==> config.mk <==
export PLATFORM = sky130hd
export DESIGN_NAME = tap_cmd_issuer
export DESIGN_NICKNAME = d
export VERILOG_FILES = /design/src/rtl/tap_cmd_issuer.sv
export SDC_FILE = /design/constraint.sdc
export NUM_CORES = 1
export LEC_CHECK = 0
export ABC_CLOCK_PERIOD_IN_PS = 2000
export CORE_MARGIN = 2
export CORE_UTILIZATION = 44
export DETAILED_ROUTE_END_ITERATION = 10
export GPL_ROUTABILITY_DRIVEN = 0
export PLACE_DENSITY = 0.79
export SYNTH_ARGS = -nofsm -noshare
export SYNTH_HDL_FRONTEND = slang
export SYNTH_SLANG_ARGS = --single-unit
export TNS_END_PERCENT = 10
==> constraint.sdc <==
create_clock -name clk -period 2 [get_ports clk]
set_clock_uncertainty 0.2 [all_clocks]
set_input_delay 0.4 -clock clk [delete_from_list [all_inputs] [get_ports clk]]
set_output_delay 0.4 -clock clk [all_outputs]
set_load 0.02 [all_outputs]
==> src/rtl/tap_cmd_issuer.sv <==
// Initiator for the 32-bit command/trigger register bus: forms a get/set command word, pulses the trigger,
// waits for the responder and returns its readback. Define TAP_CMD_ISSUER_VERIFY_EN to add set-then-readback verify.
module tap_cmd_issuer #(
  parameter int unsigned TRIG_CYCLES = 2,
  parameter int unsigned RESP_WAIT   = 4,
  parameter logic [31:0] VERIFY_MASK = 32'h0000000F
) (
  input  logic        clk,
  input  logic        rest,
  input  logic        reqValid,
  output logic        reqReady,
  input  logic        reqIsSet,
  input  logic [3:0]  reqAddr,
  input  logic [23:0] reqData,
  output logic [31:0] cmdOut,
  output logic        cmdTrigger,
  input  logic [31:0] cmdReadback,
  output logic        rspValid,
  output logic [31:0] rspData,
  output logic        rspErr
);

  localparam logic [31:0] ERR_PATTERN = 32'hA55AAA55;
  localparam logic [3:0]  OP_SET      = 4'd7;
  localparam logic [3:0]  OP_GET      = 4'd6;

`ifdef TAP_CMD_ISSUER_VERIFY_EN
  typedef enum logic [3:0] {
    IDLE, LOAD, TRIG, WAIT, CAPTURE, VLOAD, VTRIG, VWAIT, VCHECK
  } state_t;
`else
  typedef enum logic [3:0] {
    IDLE, LOAD, TRIG, WAIT, CAPTURE
  } state_t;
`endif

  state_t      state_q, state_d;
  logic [7:0]  cnt_q, cnt_d;
  logic [31:0] cmd_q, cmd_d;
  logic        trig_q, trig_d;
  logic        ready_q, ready_d;
  logic        rspv_q, rspv_d;
  logic [31:0] rspd_q, rspd_d;
  logic        rspe_q, rspe_d;
  logic        set_q, set_d;
`ifdef TAP_CMD_ISSUER_VERIFY_EN
  logic [23:0] vdata_q, vdata_d;
`endif

  always_comb begin
    state_d = state_q;
    cnt_d   = cnt_q;
    cmd_d   = cmd_q;
    trig_d  = trig_q;
    ready_d = ready_q;
    rspv_d  = 1'b0;
    rspd_d  = rspd_q;
    rspe_d  = rspe_q;
    set_d   = set_q;
`ifdef TAP_CMD_ISSUER_VERIFY_EN
    vdata_d = vdata_q;
`endif
    case (state_q)
      IDLE: begin
        if (reqValid) begin
          cmd_d   = {(reqIsSet ? OP_SET : OP_GET), reqAddr, reqData};
          set_d   = reqIsSet;
`ifdef TAP_CMD_ISSUER_VERIFY_EN
          vdata_d = reqData;
`endif
          ready_d = 1'b0;
          state_d = LOAD;
        end
      end
      LOAD: begin
        trig_d  = 1'b1;
        cnt_d   = 8'(TRIG_CYCLES - 1);
        state_d = TRIG;
      end
      TRIG: begin
        if (cnt_q == 8'd0) begin
          trig_d  = 1'b0;
          cnt_d   = 8'(RESP_WAIT - 1);
          state_d = WAIT;
        end else begin
          cnt_d = cnt_q - 8'd1;
        end
      end
      WAIT: begin
        if (cnt_q == 8'd0) begin
`ifdef TAP_CMD_ISSUER_VERIFY_EN
          if (set_q) begin
            // Re-address the same register as a get so its outputValue reflects the write.
            cmd_d   = {OP_GET, cmd_q[27:0]};
            state_d = VLOAD;
          end else begin
            state_d = CAPTURE;
          end
`else
          state_d = CAPTURE;
`endif
        end else begin
          cnt_d = cnt_q - 8'd1;
        end
      end
      CAPTURE: begin
        rspv_d  = 1'b1;
        rspd_d  = set_q ? 32'd0 : cmdReadback;
        rspe_d  = !set_q && (cmdReadback == ERR_PATTERN);
        ready_d = 1'b1;
        state_d = IDLE;
      end
`ifdef TAP_CMD_ISSUER_VERIFY_EN
      VLOAD: begin
        trig_d  = 1'b1;
        cnt_d   = 8'(TRIG_CYCLES - 1);
        state_d = VTRIG;
      end
      VTRIG: begin
        if (cnt_q == 8'd0) begin
          trig_d  = 1'b0;
          cnt_d   = 8'(RESP_WAIT - 1);
          state_d = VWAIT;
        end else begin
          cnt_d = cnt_q - 8'd1;
        end
      end
      VWAIT: begin
        if (cnt_q == 8'd0) begin
          state_d = VCHECK;
        end else begin
          cnt_d = cnt_q - 8'd1;
        end
      end
      VCHECK: begin
        rspv_d  = 1'b1;
        rspd_d  = cmdReadback;
        rspe_d  = ((cmdReadback & VERIFY_MASK) != ({8'd0, vdata_q} & VERIFY_MASK)) ||
                  (cmdReadback == ERR_PATTERN);
        ready_d = 1'b1;
        state_d = IDLE;
      end
`endif
      default: begin
        trig_d  = 1'b0;
        ready_d = 1'b1;
        state_d = IDLE;
      end
    endcase
  end

  always_ff @(posedge clk or negedge rest) begin
    if (!rest) begin
      state_q <= IDLE;
      cnt_q   <= 8'd0;
      cmd_q   <= 32'd0;
      trig_q  <= 1'b0;
      ready_q <= 1'b1;
      rspv_q  <= 1'b0;
      rspd_q  <= 32'd0;
      rspe_q  <= 1'b0;
    end else begin
      state_q <= state_d;
      cnt_q   <= cnt_d;
      cmd_q   <= cmd_d;
      trig_q  <= trig_d;
      ready_q <= ready_d;
      rspv_q  <= rspv_d;
      rspd_q  <= rspd_d;
      rspe_q  <= rspe_d;
    end
  end

  // Request attributes are only consumed after an accept, so they need no reset.
  always_ff @(posedge clk) begin
    set_q   <= set_d;
`ifdef TAP_CMD_ISSUER_VERIFY_EN
    vdata_q <= vdata_d;
`endif
  end

  assign reqReady   = ready_q;
  assign cmdOut     = cmd_q;
  assign cmdTrigger = trig_q;
  assign rspValid   = rspv_q;
  assign rspData    = rspd_q;
  assign rspErr     = rspe_q;

endmodule

==> results.md <==
* Post-Syn Nets at 376
* FF+latch count, synth at 78
* Critical path arrival at roughly 1.3 ns
* Total die area at roughly 0.0086 mm2
* Post-synth ARST share at a little over nine tenths
* Post-synth EDFFs at 1
* Worst Hold Class: flip-flop to flip-flop
* Wire per inst at roughly 15 um
* Internal Power at roughly 4 mW
* CTS Buf Count at 9
* CP max stage cell: clkdlybuf4s50_1
* Cell area after layout at 0.00517 mm2
* Outcome: complete, no violations
* Post-placement cell area at approximately 0.005 mm2
* DRT iter0 DRCs at 79
* DRC violation count after routing at 0
* Cell variety after synth at between 50 and 60
* Routed via count at ~2700
* Max clock buf depth at 2
* Layout cells sized above 1 at a little over a tenth
* # setup viols final at 0
* First-pass GRT wire length at between 10000 and 15000 um
* Layout area overhead at 48.9%
* Part of the cycle the worst path needs at 97.2%
* Nets at between 500 and 600
* Skew-Pair Late Insertion Delay at around 0.34 ns
* Post-DR vias/cell at around 5
* Startpoint class of the critical path: flip-flop
* Ports at roughly 130
* Total congestion overflow at 0
* Crit path buffers/inverters at 1
* Reg clk slew, reported paths at ~0.090 ns
* Sw Share at a little over a third
* Clk pwr share at between 15 and 20%
* Max-cap check violation count at 0
* Total track usage at between 20% and 30%
* DP HPWL at between 6000 and 7000 um
* WP data required at 1.40 ns
* Clock Sinks at between 70 and 80
* TritonCTS clock tree: done
* Crit-path cells: clkdlybuf4s50_1
* CTS H-tree depth at 3
* PortBufs at 130
* Logic pwr share at 43.3%
* Post-layout min period at 1.94 ns
* Family with the most delay on the worst path: buffers and inverters
* Yosys Warn Count at 0
* Net Switching at between 2 and 2.5 mW
* Vias in the first global route at around 2900
* Power share of the sequential group at about two fifths
* Synthesized area at between 0.003 and 0.004 mm2
* Sequential area share after synthesis at a little under three fifths
* Final hold vios at 0
* Starting Density at approximately 45%
* Postcts setup bufs at 0
* Power density cells at 1220 mW/mm2
* Slew Viols, Final at 0
* CP endpoint kind: output port
* Primary FF master, synth: dfrtp_1
* Antenna cells at 0
* DRT antenna net count at 0
* Num rows at 32
* Initial antenna violation count at 0
* Leak pwr at ~2.2 nW
* Max VDD drop at 0.902 mV
* Largest net degree at the start of global routing at 38
* Initial DRT Pass Iterations at 4
* Synth Instances at 310
* Total power at 6.31 mW
* Drt total wl at approximately 8000 um
* Die Height at just over 90 um
* Die X at slightly above 90 um
* Highest clock rate at ~0.5 GHz
* RSZ-0062 raised after global routing: no
* Root Buffer: clkbuf_8
* Worst-path maximum fanout at 2
* Critical path type: flip-flop to output port
* Core area at around 0.0077 mm2
* Avg Synthesized Cell Area at between 10 and 15 um2
* CP max stage delay at between 0.6 and 0.7 ns
cell families (layout without fill, tap and decap cells):
logic type               Yosys count  count (layout)  share of synthesized area, %
AO/OA/AOI/OAI                     58              58                          10.6
XOR/XNOR                           1               1                         0.252
adder cells (fa/ha/maj)            2               2                         0.720
buffers and inverters             27             169                          3.67
flip-flops                        78              78                          56.4
multiplexers                      30              30                          9.69
other                              1               1                         0.108
AND/OR/NAND/NOR                  113             113                          18.6
placed cells by master (no fill, tap or decap), types with 7 or more instances in the layout:
| cell type | instances |
|---|---|
| nand2_1 | 38 |
| clkdlybuf4s50_1 | 125 |
| o21ai_0 | 34 |
| mux2_1 | 27 |
| dfrtp_1 | 76 |
| buf_4 | 13 |
| nand2b_1 | 35 |
| nor2_1 | 10 |
| inv_1 | 7 |
| clkbuf_8 | 11 |
cell usage after synthesis (2+ instances only):
library cell  count  share of area, %
or4bb_1           2              0.65
dfrtp_1          76                55
clkbuf_1          8              0.86
nand3_1           2              0.29
buf_4             5               1.1
and2_1            2              0.36
nand4_1           3              0.54
ha_1              2              0.72
mux2_2            2              0.65
nand2_1          39               4.2
nor2_1           10               1.1
mux2_1           27               8.8
nand2b_1         35               6.3
o21ai_0          34               4.9
a21oi_1           6              0.86
nor3b_1           2              0.43
o31ai_1           4              0.86
buf_2             6              0.86
inv_1             7              0.76
nor4_1            3              0.54
a21o_1            2              0.43
final cells by class:
type / instances / area, um2
clock buffer: 11 / 151
clock inverter: 5 / 41.3
fill: 602 / 2520
inverter: 8 / 30.0
multi-input combinational: 205 / 1420
sequential: 78 / 1960
tap: 102 / 128
timing repair buffer: 145 / 1450
sequential cells by signal, summed over array words and instances (netlist names):
register    count
reqReady        1
rspErr          1
set_q           1
rspData        32
rspValid        1
cmdTrigger      1
cnt_q           8
cmdOut         30
state_q         3
repair_timing:
action / CTS / global route
setup endpoints to repair: 1 / 11
endpoints found under the hold margin: 25 / 0
hold buffers: 1 / 0
resized for setup: 1 / 7
worst register-to-register path: cells and delay by family, from the launching register on:
| family | cells | cell delay, ns |
|---|---|---|
| AO/OA/AOI/OAI | 3 | 0.47 |
| adder cells (fa/ha/maj) | 1 | 0.20 |
| flip-flops | 1 | 0.38 |
| buffers and inverters | 1 | 0.14 |
| AND/OR/NAND/NOR | 1 | 0.32 |
power groups by stage:
stage                     logic (mW)  registers, mW  clock network, mW
after floorplan                 1.05           2.87                  0
after global placement          2.68           2.43                  0
after detailed placement        2.75           2.47                  0
after CTS                       2.75           2.44               1.15
after global routing            2.95           2.54               1.23
final                           2.73           2.45               1.12
path summary, 6_finish.rpt:
kind | start | end | slack [ns] | depth (start not counted)
max in group asynchronous | rest | rspData[16] | 0.75 | 3
min in group asynchronous | rest | cnt_q[1] | 0.31 | 2
worst min-delay path | rspData[28] | rspData[28] | 0.28 | 2
worst max register to register | cnt_q[0] | cnt_q[2] | 0.17 | 6
worst max-delay path | rspData[15] | rspData[15] | 0.06 | 1
worst min register to register | rspData[28] | rspData[28] | 0.28 | 2
stage by stage:
stage | hold WS [ns] | setup TNS, ns | utilization [%] | setup slack [ns] | std cells
after floorplan | -0.0956 | 0 | - | 0.234 | 310
after global placement | 0.142 | -0.500 | 64.3 | -0.120 | 537
after detailed placement | 0.141 | -0.992 | 64.3 | -0.115 | 537
after CTS | 0.289 | 0 | 66.9 | 0.0178 | 554
after global routing | 0.315 | 0 | 67.3 | 0.00713 | 554
final | 0.282 | 0 | 67.3 | 0.0558 | 554
per-layer routing:
metal / track usage [%] / vias up / wire length [um]
li1: - / 1335 / -
met1: 26.1 / 1311 / 3650
met2: 34.2 / 87 / 4010
met3: 5.86 / 10 / 502
met4: 4.41 / 0 / 91
met5: 0 / - / 0
Note: power is estimated with default switching activity, not from simulation.
